==> src/rtl/universal_reg_if.sv <==
// Control, data and status signals of the universal shift/load register.
// Clock and reset stay outside the bundle.
interface universal_reg_if #(
  parameter int WIDTH = 8
) ();
  logic             CLR;
  logic             PRE;
  logic             EN;
  logic [1:0]       MODE;
  logic [WIDTH-1:0] D;
  logic             SIN_R;
  logic             SIN_L;
  logic [WIDTH-1:0] Q;
  logic [WIDTH-1:0] _Q;
  logic             SOUT;
  logic             CONFLICT;

  modport master (
    output CLR, PRE, EN, MODE, D, SIN_R, SIN_L,
    input  Q, _Q, SOUT, CONFLICT
  );

  modport slave (
    input  CLR, PRE, EN, MODE, D, SIN_R, SIN_L,
    output Q, _Q, SOUT, CONFLICT
  );
endinterface

==> src/rtl/universal_reg.sv <==
// Universal register: hold, shift right/left (serial or rotate), parallel load,
// active-low clear/preset, registered complement output and sticky CLR/PRE conflict flag.
module universal_reg #(
  parameter int               WIDTH   = 8,
  parameter logic [WIDTH-1:0] RST_VAL = '0,
  parameter bit               ROTATE  = 1'b0
) (
  input  logic           CLK,
  input  logic           RST,
  universal_reg_if.slave bus
);

  localparam logic [1:0] MODE_HOLD = 2'b00;
  localparam logic [1:0] MODE_SHR  = 2'b01;
  localparam logic [1:0] MODE_SHL  = 2'b10;
  localparam logic [1:0] MODE_LOAD = 2'b11;

  logic [WIDTH-1:0] q_q, q_d;
  logic [WIDTH-1:0] qn_q;
  logic             sout_q, sout_d;
  logic             conflict_q, conflict_d;
  logic             fill_r, fill_l;

  // Rotation recirculates the end bit instead of taking the serial input.
  assign fill_r = ROTATE ? q_q[0]       : bus.SIN_R;
  assign fill_l = ROTATE ? q_q[WIDTH-1] : bus.SIN_L;

  always_comb begin
    q_d        = q_q;
    sout_d     = sout_q;
    conflict_d = conflict_q;
    if (!bus.CLR && !bus.PRE) begin
      conflict_d = 1'b1;
    end else if (!bus.CLR) begin
      q_d = '0;
    end else if (!bus.PRE) begin
      q_d = '1;
    end else if (bus.EN) begin
      unique case (bus.MODE)
        MODE_HOLD: q_d = q_q;
        MODE_SHR: begin
          q_d    = {fill_r, q_q[WIDTH-1:1]};
          sout_d = q_q[0];
        end
        MODE_SHL: begin
          q_d    = {q_q[WIDTH-2:0], fill_l};
          sout_d = q_q[WIDTH-1];
        end
        MODE_LOAD: q_d = bus.D;
        default:   q_d = q_q;
      endcase
    end
  end

  // Complement is registered from the same next-state so it never lags Q.
  always_ff @(posedge CLK) begin
    if (RST) begin
      q_q        <= RST_VAL;
      qn_q       <= ~RST_VAL;
      sout_q     <= 1'b0;
      conflict_q <= 1'b0;
    end else begin
      q_q        <= q_d;
      qn_q       <= ~q_d;
      sout_q     <= sout_d;
      conflict_q <= conflict_d;
    end
  end

  assign bus.Q        = q_q;
  assign bus._Q       = qn_q;
  assign bus.SOUT     = sout_q;
  assign bus.CONFLICT = conflict_q;

endmodule

==> src/flat_wrapper.sv <==
// flat-port wrapper written by rule: the top's interface ports become plain ports
module universal_reg_flat 
#(
  parameter int               WIDTH   = 8,
  parameter logic [WIDTH-1:0] RST_VAL = '0,
  parameter bit               ROTATE  = 1'b0
)
  (CLK, RST, bus_CLR, bus_PRE, bus_EN, bus_MODE, bus_D, bus_SIN_R, bus_SIN_L, bus_Q, bus__Q, bus_SOUT, bus_CONFLICT);
  universal_reg_if #(.WIDTH(WIDTH)) bus_i ();
  input  logic CLK;
  input  logic RST;
  input wire logic [$bits(bus_i.CLR)-1:0] bus_CLR;
  input wire logic [$bits(bus_i.PRE)-1:0] bus_PRE;
  input wire logic [$bits(bus_i.EN)-1:0] bus_EN;
  input wire logic [$bits(bus_i.MODE)-1:0] bus_MODE;
  input wire logic [$bits(bus_i.D)-1:0] bus_D;
  input wire logic [$bits(bus_i.SIN_R)-1:0] bus_SIN_R;
  input wire logic [$bits(bus_i.SIN_L)-1:0] bus_SIN_L;
  output wire logic [$bits(bus_i.Q)-1:0] bus_Q;
  output wire logic [$bits(bus_i._Q)-1:0] bus__Q;
  output wire logic [$bits(bus_i.SOUT)-1:0] bus_SOUT;
  output wire logic [$bits(bus_i.CONFLICT)-1:0] bus_CONFLICT;
  assign bus_i.CLR = bus_CLR;
  assign bus_i.PRE = bus_PRE;
  assign bus_i.EN = bus_EN;
  assign bus_i.MODE = bus_MODE;
  assign bus_i.D = bus_D;
  assign bus_i.SIN_R = bus_SIN_R;
  assign bus_i.SIN_L = bus_SIN_L;
  assign bus_Q = bus_i.Q;
  assign bus__Q = bus_i._Q;
  assign bus_SOUT = bus_i.SOUT;
  assign bus_CONFLICT = bus_i.CONFLICT;
  universal_reg #(.WIDTH(WIDTH), .RST_VAL(RST_VAL), .ROTATE(ROTATE)) u_core (.CLK(CLK), .RST(RST), .bus(bus_i));
endmodule
==> config.mk <==
export PLATFORM = sky130hd
export DESIGN_NAME = universal_reg_flat
export DESIGN_NICKNAME = d
export VERILOG_FILES = /design/src/rtl/universal_reg_if.sv /design/src/rtl/universal_reg.sv /design/src/flat_wrapper.sv
export SDC_FILE = /design/constraint.sdc
export NUM_CORES = 1
export LEC_CHECK = 0
export CAP_MARGIN = 5
export CORE_MARGIN = 2
export CORE_UTILIZATION = 44
export DETAILED_ROUTE_END_ITERATION = 16
export PLACE_DENSITY = 0.88
export REMOVE_ABC_BUFFERS = 1
export SYNTH_ARGS = -nofsm -noshare
export SYNTH_HDL_FRONTEND = slang
export SYNTH_SLANG_ARGS = --single-unit
==> constraint.sdc <==
create_clock -name CLK -period 3 [get_ports CLK]
set_input_delay 0.6 -clock CLK [delete_from_list [all_inputs] [get_ports CLK]]
set_output_delay 0.6 -clock CLK [all_outputs]
set_load 0.005 [all_outputs]
==> flow_summary.toml <==
[cts]
clock_latency_ns = 0.29
cts_hold_buf = 0
cts_tree = "built"
clk_pin_slew_ns = 0.10
htreeDepth = 1
cts_made_buffers = 3
cts.sink_count = 18
cts_resized = 0
cts_buffer_depth = 2
cts-root-buf = "clkbuf_4"
cts_setup_buffers = 0

[worst_setup_path]
ff2ff_path_depth = 3
critPathArrivalTime_ns = 2.22
end_kind = "flip-flop"
crit_required_ns = 3.15
endpoint = "u_core.bus._Q[2]"
regToRegSetupSlack_ns = 2.01
start_kind = "input pin"
crit_type = "input pin to flip-flop"
crit_fanout = 16
critPathLaunch = "bus_MODE[1]"

[route]
vias = 771
routed_wl_um = 1900
wire_per_inst_um = 13.7
dr.pass1.iters = 4
viasPerCell = 5.55
drc = 0
drt_iter0_drc = 19
postRouteAntennaNets = 0

[die]
rows = 15
core-area_um2 = 1750
start_util_pct = 47.0
dieArea_um2 = 2220
dieHeight_um = 47.2
pin_count = 35
die_width_um = 47.2

[layout]
finalInstanceArea_um2 = 1180
nets = 137
antenna_cells = 0
mostFrequentLayoutCells = "clkdlybuf4s50_1, dfxtp_1, a22oi_1"
syn2layout_area_growth_pct = 43.7
final_common_cell = "clkdlybuf4s50_1"
drive_gt1_share_pct = 6.14

[sta]
fmax_mhz = 483
tns_ns = 0
tightest_slew_ns = 0.671
grt_setup_unrepaired = "no"
fin_crit_ns = 2.07
slew_headroom_pct = 55.3
timing.final.crit_share_pct = 69.1
final-hold-violation-count = 0
setup_viol = 0
clock_skew_ns = 0.00335
drv_slew = 0

[hold_path]
min_from = "u_core.bus.CONFLICT"
hold_class = "flip-flop to flip-flop"

[global_routing]
grt.total_usage_pct = 18.2
grt_overflow = 0
grt_pass1_vias = 689
grt_pass1_wl_um = 2870
antenna_found_initial = 0
grt_max_degree = 17

[logic_synthesis]
syn_area_um2 = 820
synth_warnings = 0
ys_seq_elements = 18
synth_cell_type_count = 20
synth_cells = 83
ys_seq_area_share_pct = 44.0
avgSynthCellArea_um2 = 9.87

[placement]
placed_cell_area_um2 = 1150
dp_hpwl_um = 1380
gp_congestion = 0.821
port-buffer-count = 34

[pwr]
powerDensity_nw_per_um2 = 420
p_leak_nw = 0.465
ir_worst_vdd_mv = 0.262

[job]
drv_cap = 0

[outcome]
outcome = "finished clean"
==> power by group <==
part           internal, mW  leakage (nW)  switching (mW)
registers             0.254         0.148          0.0112
clock network        0.0467        0.0138          0.0720
logic                0.0655         0.304          0.0446
total                 0.367         0.465           0.128
==> layout make-up <==
type	count	area, µm²
clock buffers	3	22.5
repair buffers	34	340
fillers	138	568
well taps	25	31.3
flip-flops and latches	18	360
inverters	2	7.51
multi-input cells	57	415
==> synthesized netlist by cell type (all sizes together) <==
cell    count  share of area [%]
and2b       1               0.92
buf         6                4.4
ha          4                6.1
a22o        8                8.5
nand2b      3                3.2
nand4       1               0.76
mux2i       1                1.2
a22oi      16                 15
o22ai       1                1.5
inv         2               0.92
nor2        4                1.8
a21oi       1                2.0
nand3       8                4.9
nand2       8                3.7
mux2        1                1.4
dfxtp      18                 44
==> stage by stage <==
stage / utilization (%) / hold WS [ns] / power, mW / std cells / worst slack [ns]
5_1_grt: 67.5 / 0.526 / 0.513 / 139 / 0.816
2_1_floorplan: - / 0.463 / 0.316 / 77 / 1.36
4_1_cts: 67.5 / 0.495 / 0.496 / 139 / 0.925
3_5_place_dp: 66.2 / 0.473 / 0.381 / 136 / 0.621
3_3_place_gp: 66.2 / 0.456 / 0.378 / 136 / 0.704
6_report: 67.5 / 0.486 / 0.494 / 139 / 0.928
==> worst min path at each step <==
stage	to	slack, ns	cells after the start
2_1_floorplan	u_core.bus.CONFLICT	0.46	2
3_5_place_dp	u_core.bus.CONFLICT	0.47	2
6_report	u_core.bus.CONFLICT	0.49	2
3_3_place_gp	u_core.bus.CONFLICT	0.46	2
5_1_grt	u_core.bus.CONFLICT	0.53	2
4_1_cts	u_core.bus.CONFLICT	0.50	2
==> per-layer routing <==
| layer | vias up | GRT usage, % | wire (µm) |
|---|---|---|---|
| li1 | 372 | - | - |
| met1 | 368 | 22.5 | 848 |
| met2 | 29 | 31.2 | 940 |
| met3 | 2 | 3.46 | 100 |
| met4 | 0 | 6.67 | 12 |
| met5 | - | 0 | 0 |
==> critical path, cell delays in order <==
cell	delay, ns
clkdlybuf4s50_1	0.46
inv_1	0.10
ha_1	0.15
and2b_1	0.19
o22ai_2	0.52
a22oi_1	0.19
==> cell families (layout without fill, tap and decap cells) <==
| logic type | count (synthesis) | in the layout | synth area share [%] |
|---|---|---|---|
| AO/OA/AOI/OAI | 26 | 26 | 26.7 |
| AND/OR/NAND/NOR | 25 | 25 | 15.3 |
| flip-flops | 18 | 18 | 44.0 |
| buffers and inverters | 8 | 39 | 5.34 |
| adder cells (fa/ha/maj) | 4 | 4 | 6.11 |
| multiplexers | 2 | 2 | 2.60 |
(Power assumes the default switching activity.)
==> variant 1: new RTL, config.mk and constraints unchanged <==
`WIDTH` is set to 8 in 3 places; all go to 7.
--- a/src/rtl/universal_reg_if.sv
+++ b/src/rtl/universal_reg_if.sv
@@ -2,5 +2,5 @@
 // Clock and reset stay outside the bundle.
 interface universal_reg_if #(
-  parameter int WIDTH = 8
+  parameter int WIDTH = 7
 ) ();
   logic             CLR;
--- a/src/rtl/universal_reg.sv
+++ b/src/rtl/universal_reg.sv
@@ -2,5 +2,5 @@
 // active-low clear/preset, registered complement output and sticky CLR/PRE conflict flag.
 module universal_reg #(
-  parameter int               WIDTH   = 8,
+  parameter int               WIDTH   = 7,
   parameter logic [WIDTH-1:0] RST_VAL = '0,
   parameter bit               ROTATE  = 1'b0
--- a/src/flat_wrapper.sv
+++ b/src/flat_wrapper.sv
@@ -2,5 +2,5 @@
 module universal_reg_flat 
 #(
-  parameter int               WIDTH   = 8,
+  parameter int               WIDTH   = 7,
   parameter logic [WIDTH-1:0] RST_VAL = '0,
   parameter bit               ROTATE  = 1'b0
Ports: changed (resized bus_D, bus_Q and bus__Q); port bits go from 35 to 32. No check against the original RTL was run, so the function may have changed too.
==> variant 1 against the original RTL <==
Via count down 8.3%. Global-route usage increased by 0.83 points. Sequential cell count decreased by 2. Combinational power decreased by 10%. Design area shrank 9.0%. Wire length shrank 7.5%. Core utilization up 2.0 points. Critical path depth stayed put. Sequential share of layout area decreased by 0.70 points. Synthesized area fell by 11%. Clock power is 21% higher. Total power down 3.0%. Setup slack gained 0.0086 ns. Largest power group unchanged.
==> variant 1: results (changes against the original RTL) <==
* First-pass GRT wire length at 2690 um (-6.2%)
* Length of routed met2 wiring at 868 um (-7.7%)
* Worst-path maximum fanout at 14 (-2)
* Outcome: finished clean
* Via count of the first global-routing pass at 647 (-6.1%)
* Max rail drop VDD at 0.000291 V (+11%)
* Number of input and output port buffers inserted at 31 (-8.8%)
* Worst setup timing slack at the placement stage at 0.618 ns (-0.00341 ns)
* RD Place Congestion at 0.792 (-3.4%)
* Post-synthesis area per instance at 10.0 um^2 (+1.5%)
* Ranking of synthesized cells by area: sky130_fd_sc_hd__dfxtp_1 44%, sky130_fd_sc_hd__a22oi_1 14%, sky130_fd_sc_hd__a22o_1 8.4%, sky130_fd_sc_hd__ha_1 6.8%, sky130_fd_sc_hd__nand3_1 4.8%
* Synth unique cells at 19 (-5.0%)
* Largest net degree at the start of global routing at 15 (-2)
* Fin cells at 121 (-13%)
* Wire length per cell at 14.5 um (+6.3%)
* Seq/Total Area, Yosys at 43.8% (-0.21 points)
* Arrival time at the worst endpoint at 2.20 ns (-0.02 ns)
* Half-perimeter wire length after detailed placement at 1280 um (-7.5%)
* Via count at 707 (-8.3%)
* Detailed-routed wire length on met3 at 143 um (+43%)
* Worst Clk Skew at 0.00563 ns (+0.00228 ns)
* Static leakage at 0.000432 uW (-7.2%)
* Instance area after placement at 1030 um^2 (-10%)
* Maximum clock insertion buffer count at 2 (unchanged)
* Number of DRC violations after detailed-routing iteration 0 at 20 (+1)
* Measured slew at the worst slew-check pin at 0.596 ns (-0.0745 ns)
* Fraction of layout instances using a drive strength above 1 at 7.62% (+1.5 points)
* GR Util All Layers at 19.0% (+0.83 points)
* Met1 Wirelength at 710 um (-16%)
-- variant 1: metal layers --
layer,vias up,GRT usage (%)
li1,334,-
met1,334,21.7
met2,35,32.5
met3,4,4.40
met4,0,10.6
met5,-,0
-- variant 1: critical path, cell delays in order --
cell	delay (ns)
sky130_fd_sc_hd__clkdlybuf4s50_1	0.51
sky130_fd_sc_hd__inv_1	0.07
sky130_fd_sc_hd__ha_1	0.21
sky130_fd_sc_hd__nand2b_1	0.15
sky130_fd_sc_hd__a21oi_2	0.48
sky130_fd_sc_hd__a22oi_1	0.17
-- variant 1: where the power goes --
group          total (uW)  switching, uW  internal [uW]
combinational        99.0           39.7           59.3
sequential            237           10.5            226
clock                 144           70.1           73.9
total                 480            120            359
-- variant 1: area by class of cell --
| cell class | instances | area [um^2] |
|---|---|---|
| fillers | 128 | 470 |
| multi-input cells | 52 | 377 |
| flip-flops and latches | 16 | 320 |
| repair buffers | 31 | 310 |
| clock buffers | 4 | 36.3 |
| well taps | 16 | 20.0 |
| inverters | 2 | 7.51 |
-- variant 1: worst paths after layout --
check	start	end	slack, ns	cells past startpoint
worst max-delay path	bus_MODE[0]	u_core.bus._Q[5]$_SDFF_PP1_	0.94	6
worst max register to register	flop	flop	2.01	3
worst min-delay path	u_core.bus.CONFLICT$_SDFFE_PP0P_	u_core.bus.CONFLICT$_SDFFE_PP0P_	0.48	2
worst min register to register	u_core.bus.CONFLICT$_SDFFE_PP0P_	u_core.bus.CONFLICT$_SDFFE_PP0P_	0.48	2
-- variant 1: logic make-up after synthesis --
kind of cell               count (synthesis)  synth area share [%]
and+or+nand+nor                           23                  16.1
DFF                                       16                  43.8
adders and majority gates                  4                  6.84
muxes                                      2                  2.91
buffers and inverters                      5                  4.79
AOI/OAI and AO/OA                         23                  25.6
==> variant 2: new RTL, config.mk and constraints unchanged <==
Made on the original files. Reset style: asynchronous (`RST`), changed in one clocked block.
--- a/src/rtl/universal_reg.sv
+++ b/src/rtl/universal_reg.sv
@@ -54,5 +54,5 @@
 
   // Complement is registered from the same next-state so it never lags Q.
-  always_ff @(posedge CLK) begin
+  always_ff @(posedge CLK or posedge RST) begin
     if (RST) begin
       q_q        <= RST_VAL;
Check against the original RTL: differs if RST is asserted again (counterexample within 4 cycles, from zero or initial values and one cycle with RST high); with RST held inactive, the same outputs for 10 cycles.
==> variant 2 against the original RTL <==
Via count up 6.6%. Sequential share of layout area up 3.5 points. Sequential cell count unchanged. Highest routed layer unchanged. Final cell count up 0.72%. Non-clock buffer count up 1. Synthesized area up 19%. Combinational power up 59%. Wire length up 12%. Count of clock-buffer cells in the layout up 1. Design area up 15%. Total power up 28%. Setup slack worse by 0.052 ns.
==> variant 2: results (changes against the original RTL) <==
* Arrival time at the worst endpoint at 2.35 ns (+0.13 ns)
* Async set-reset flop share out of synthesis at 100% (+100 points)
* Number of diodes at 0 (unchanged)
* Final Net Count at 134 (-2.2%)
* Crit-path slowest cell: sky130_fd_sc_hd__clkdlybuf4s50_1
* Half-perimeter wire length after detailed placement at 1570 um (+14%)
* RD Place Congestion at 0.851 (+3.7%)
* Setup violations, final at 0 (unchanged)
* Mux contribution to synthesized area at 1.03% (-1.6 points)
* Clock latency reported for the late side of the worst-skew pair at 0.30 ns
* Most used flip-flop cell after synthesis: sky130_fd_sc_hd__dfrtp_1
* Max rail drop VDD at 0.000308 V (+17%)
* Share of the synthesized area in compound gates (AO/OA/AOI/OAI) at 35.1% (+8.4 points)
* Yosys warning count at 0 (unchanged)
* Number of input and output port buffers inserted at 34 (unchanged)
* Biggest cell delay along the critical path at 0.51 ns
* Number of DRC violations after detailed-routing iteration 0 at 38 (+19)
* GR Util All Layers at 19.2% (+1.1 points)
* Fraction of layout instances using a drive strength above 1 at 20.5% (+14 points)
* Number of H-tree branching levels at 1 (unchanged)
* Syn Inst Count at 79 (-4.8%)
* Synth top cells by count: 10 x sky130_fd_sc_hd__dfrtp_1, 8 x sky130_fd_sc_hd__dfstp_2
* Clock slew seen by the registers of the worst setup and hold paths at 0.10 ns (about the same)
* Maximum clock insertion buffer count at 2 (unchanged)
* Synth unique cells at 26 (+30%)
* Largest net degree at the start of global routing at 19 (+2)
* Ranking of synthesized cells by area: sky130_fd_sc_hd__dfrtp_1 26%, sky130_fd_sc_hd__dfstp_2 22%, sky130_fd_sc_hd__o31ai_2 6.4%, sky130_fd_sc_hd__ha_1 5.1%, sky130_fd_sc_hd__a22o_1 4.5%
* Fin cells at 140 (+0.72%)
* First-pass GRT wire length at 3680 um (+28%)
* Count of cells resized by post-cts repair at 0 (unchanged)
* Via count at 822 (+6.6%)
* Static leakage at 0.000533 uW (+15%)
* Seq/Total Area, Yosys at 47.3% (+3.3 points)
* Via count of the first global-routing pass at 800 (+16%)
* TritonCTS buffer count at 3 (unchanged)
* Number of filler instances in the final layout at 176 (+28%)
* Worst-path maximum fanout at 10 (-6)
* Nature of the critical path startpoint: primary input
* Worst Hold Class: flop to flop
* Measured slew at the worst slew-check pin at 0.671 ns (+0.000654 ns)
* Antenna violations before repair at 0 (unchanged)
* Total length of routed wires at 2140 um (+12%)
* XOR/XNOR share of the synthesized area at 0% (unchanged)
* Outcome: finished clean
* Commonest non-fill, non-tap cell in the layout: sky130_fd_sc_hd__clkdlybuf4s50_1
* Synthesized-area fraction occupied by adder cells at 5.14% (-0.97 points)
* First-pass detailed-route iteration total at 4 (unchanged)
* Worst Clk Skew at 0.00336 ns (+0.0000139 ns)
-- variant 2: cell count changes in the layout (fill, tap and decap cells not counted), sizes merged, moves of 7 or more --
cell   unedited run  this run
dfstp             0         8
dfrtp             0        10
nand2             8         1
nand3             8         0
a22oi            16         0
dfxtp            18         0
-- variant 2: worst max-delay path: cells and delay by family --
kind | cells | cell delay (ns)
compound gates | 2 | 0.60
simple gates | 1 | 0.36
fa+ha+maj | 1 | 0.20
buf+inv | 2 | 0.59
-- variant 2: worst paths after layout --
kind,startpoint,end,slack [ns],cells past startpoint
worst max-delay path,bus_MODE[0],flop,0.88,6
worst max register to register,flop,flop,1.79,3
worst min register to register,u_core.bus.CONFLICT$_DFFE_PP0P_,u_core.bus.CONFLICT$_DFFE_PP0P_,0.49,1
worst min-delay path,u_core.bus.CONFLICT$_DFFE_PP0P_,u_core.bus.CONFLICT$_DFFE_PP0P_,0.49,1
max in group asynchronous,RST,asynchronous set/reset pin,1.88,2
min in group asynchronous,RST,asynchronous set/reset pin,0.69,2
-- variant 2: cells by family (layout without fill, tap and decap cells) --
family	count (synthesis)	after routing
AOI/OAI and AO/OA	38	38
adders and majority gates	4	4
buffers and inverters	9	42
DFF	18	18
muxes	1	1
and+or+nand+nor	9	9
-- variant 2: final cells by class --
| type | count | share of cell area, % |
|---|---|---|
| clock buffer | 4 | 2.69 |
| inverter | 3 | 0.835 |
| multi-input combinational | 52 | 34.0 |
| sequential | 18 | 34.1 |
| tap | 28 | 2.60 |
| timing repair buffer | 35 | 25.8 |
-- variant 2: power breakdown --
part,total (uW),switching [uW],internal [uW]
Sequential,308,24.9,283
Combinational,175,65.3,110
Clock,150,75.6,74.1
-- variant 2: metal layers --
layer	part of all wire (%)	GRT usage, %
met1	44	26.4
met2	46	28.6
met3	6.9	3.22
met4	2.5	10.8
met5	0	0
-- variant 2: stage by stage --
step                      total power, uW  area, um^2  util, %  hold slack [ns]  setup WS [ns]
final                                 633        1350     62.8            0.492          0.876
after CTS                             637        1350     62.8            0.496          0.881
after detailed placement              488        1310     61.1            0.470          0.569
after global routing                  669        1350     62.8            0.517          0.793
after global placement                484        1310     61.1            0.474          0.672
after floorplan                       380         930        -            0.456           1.32
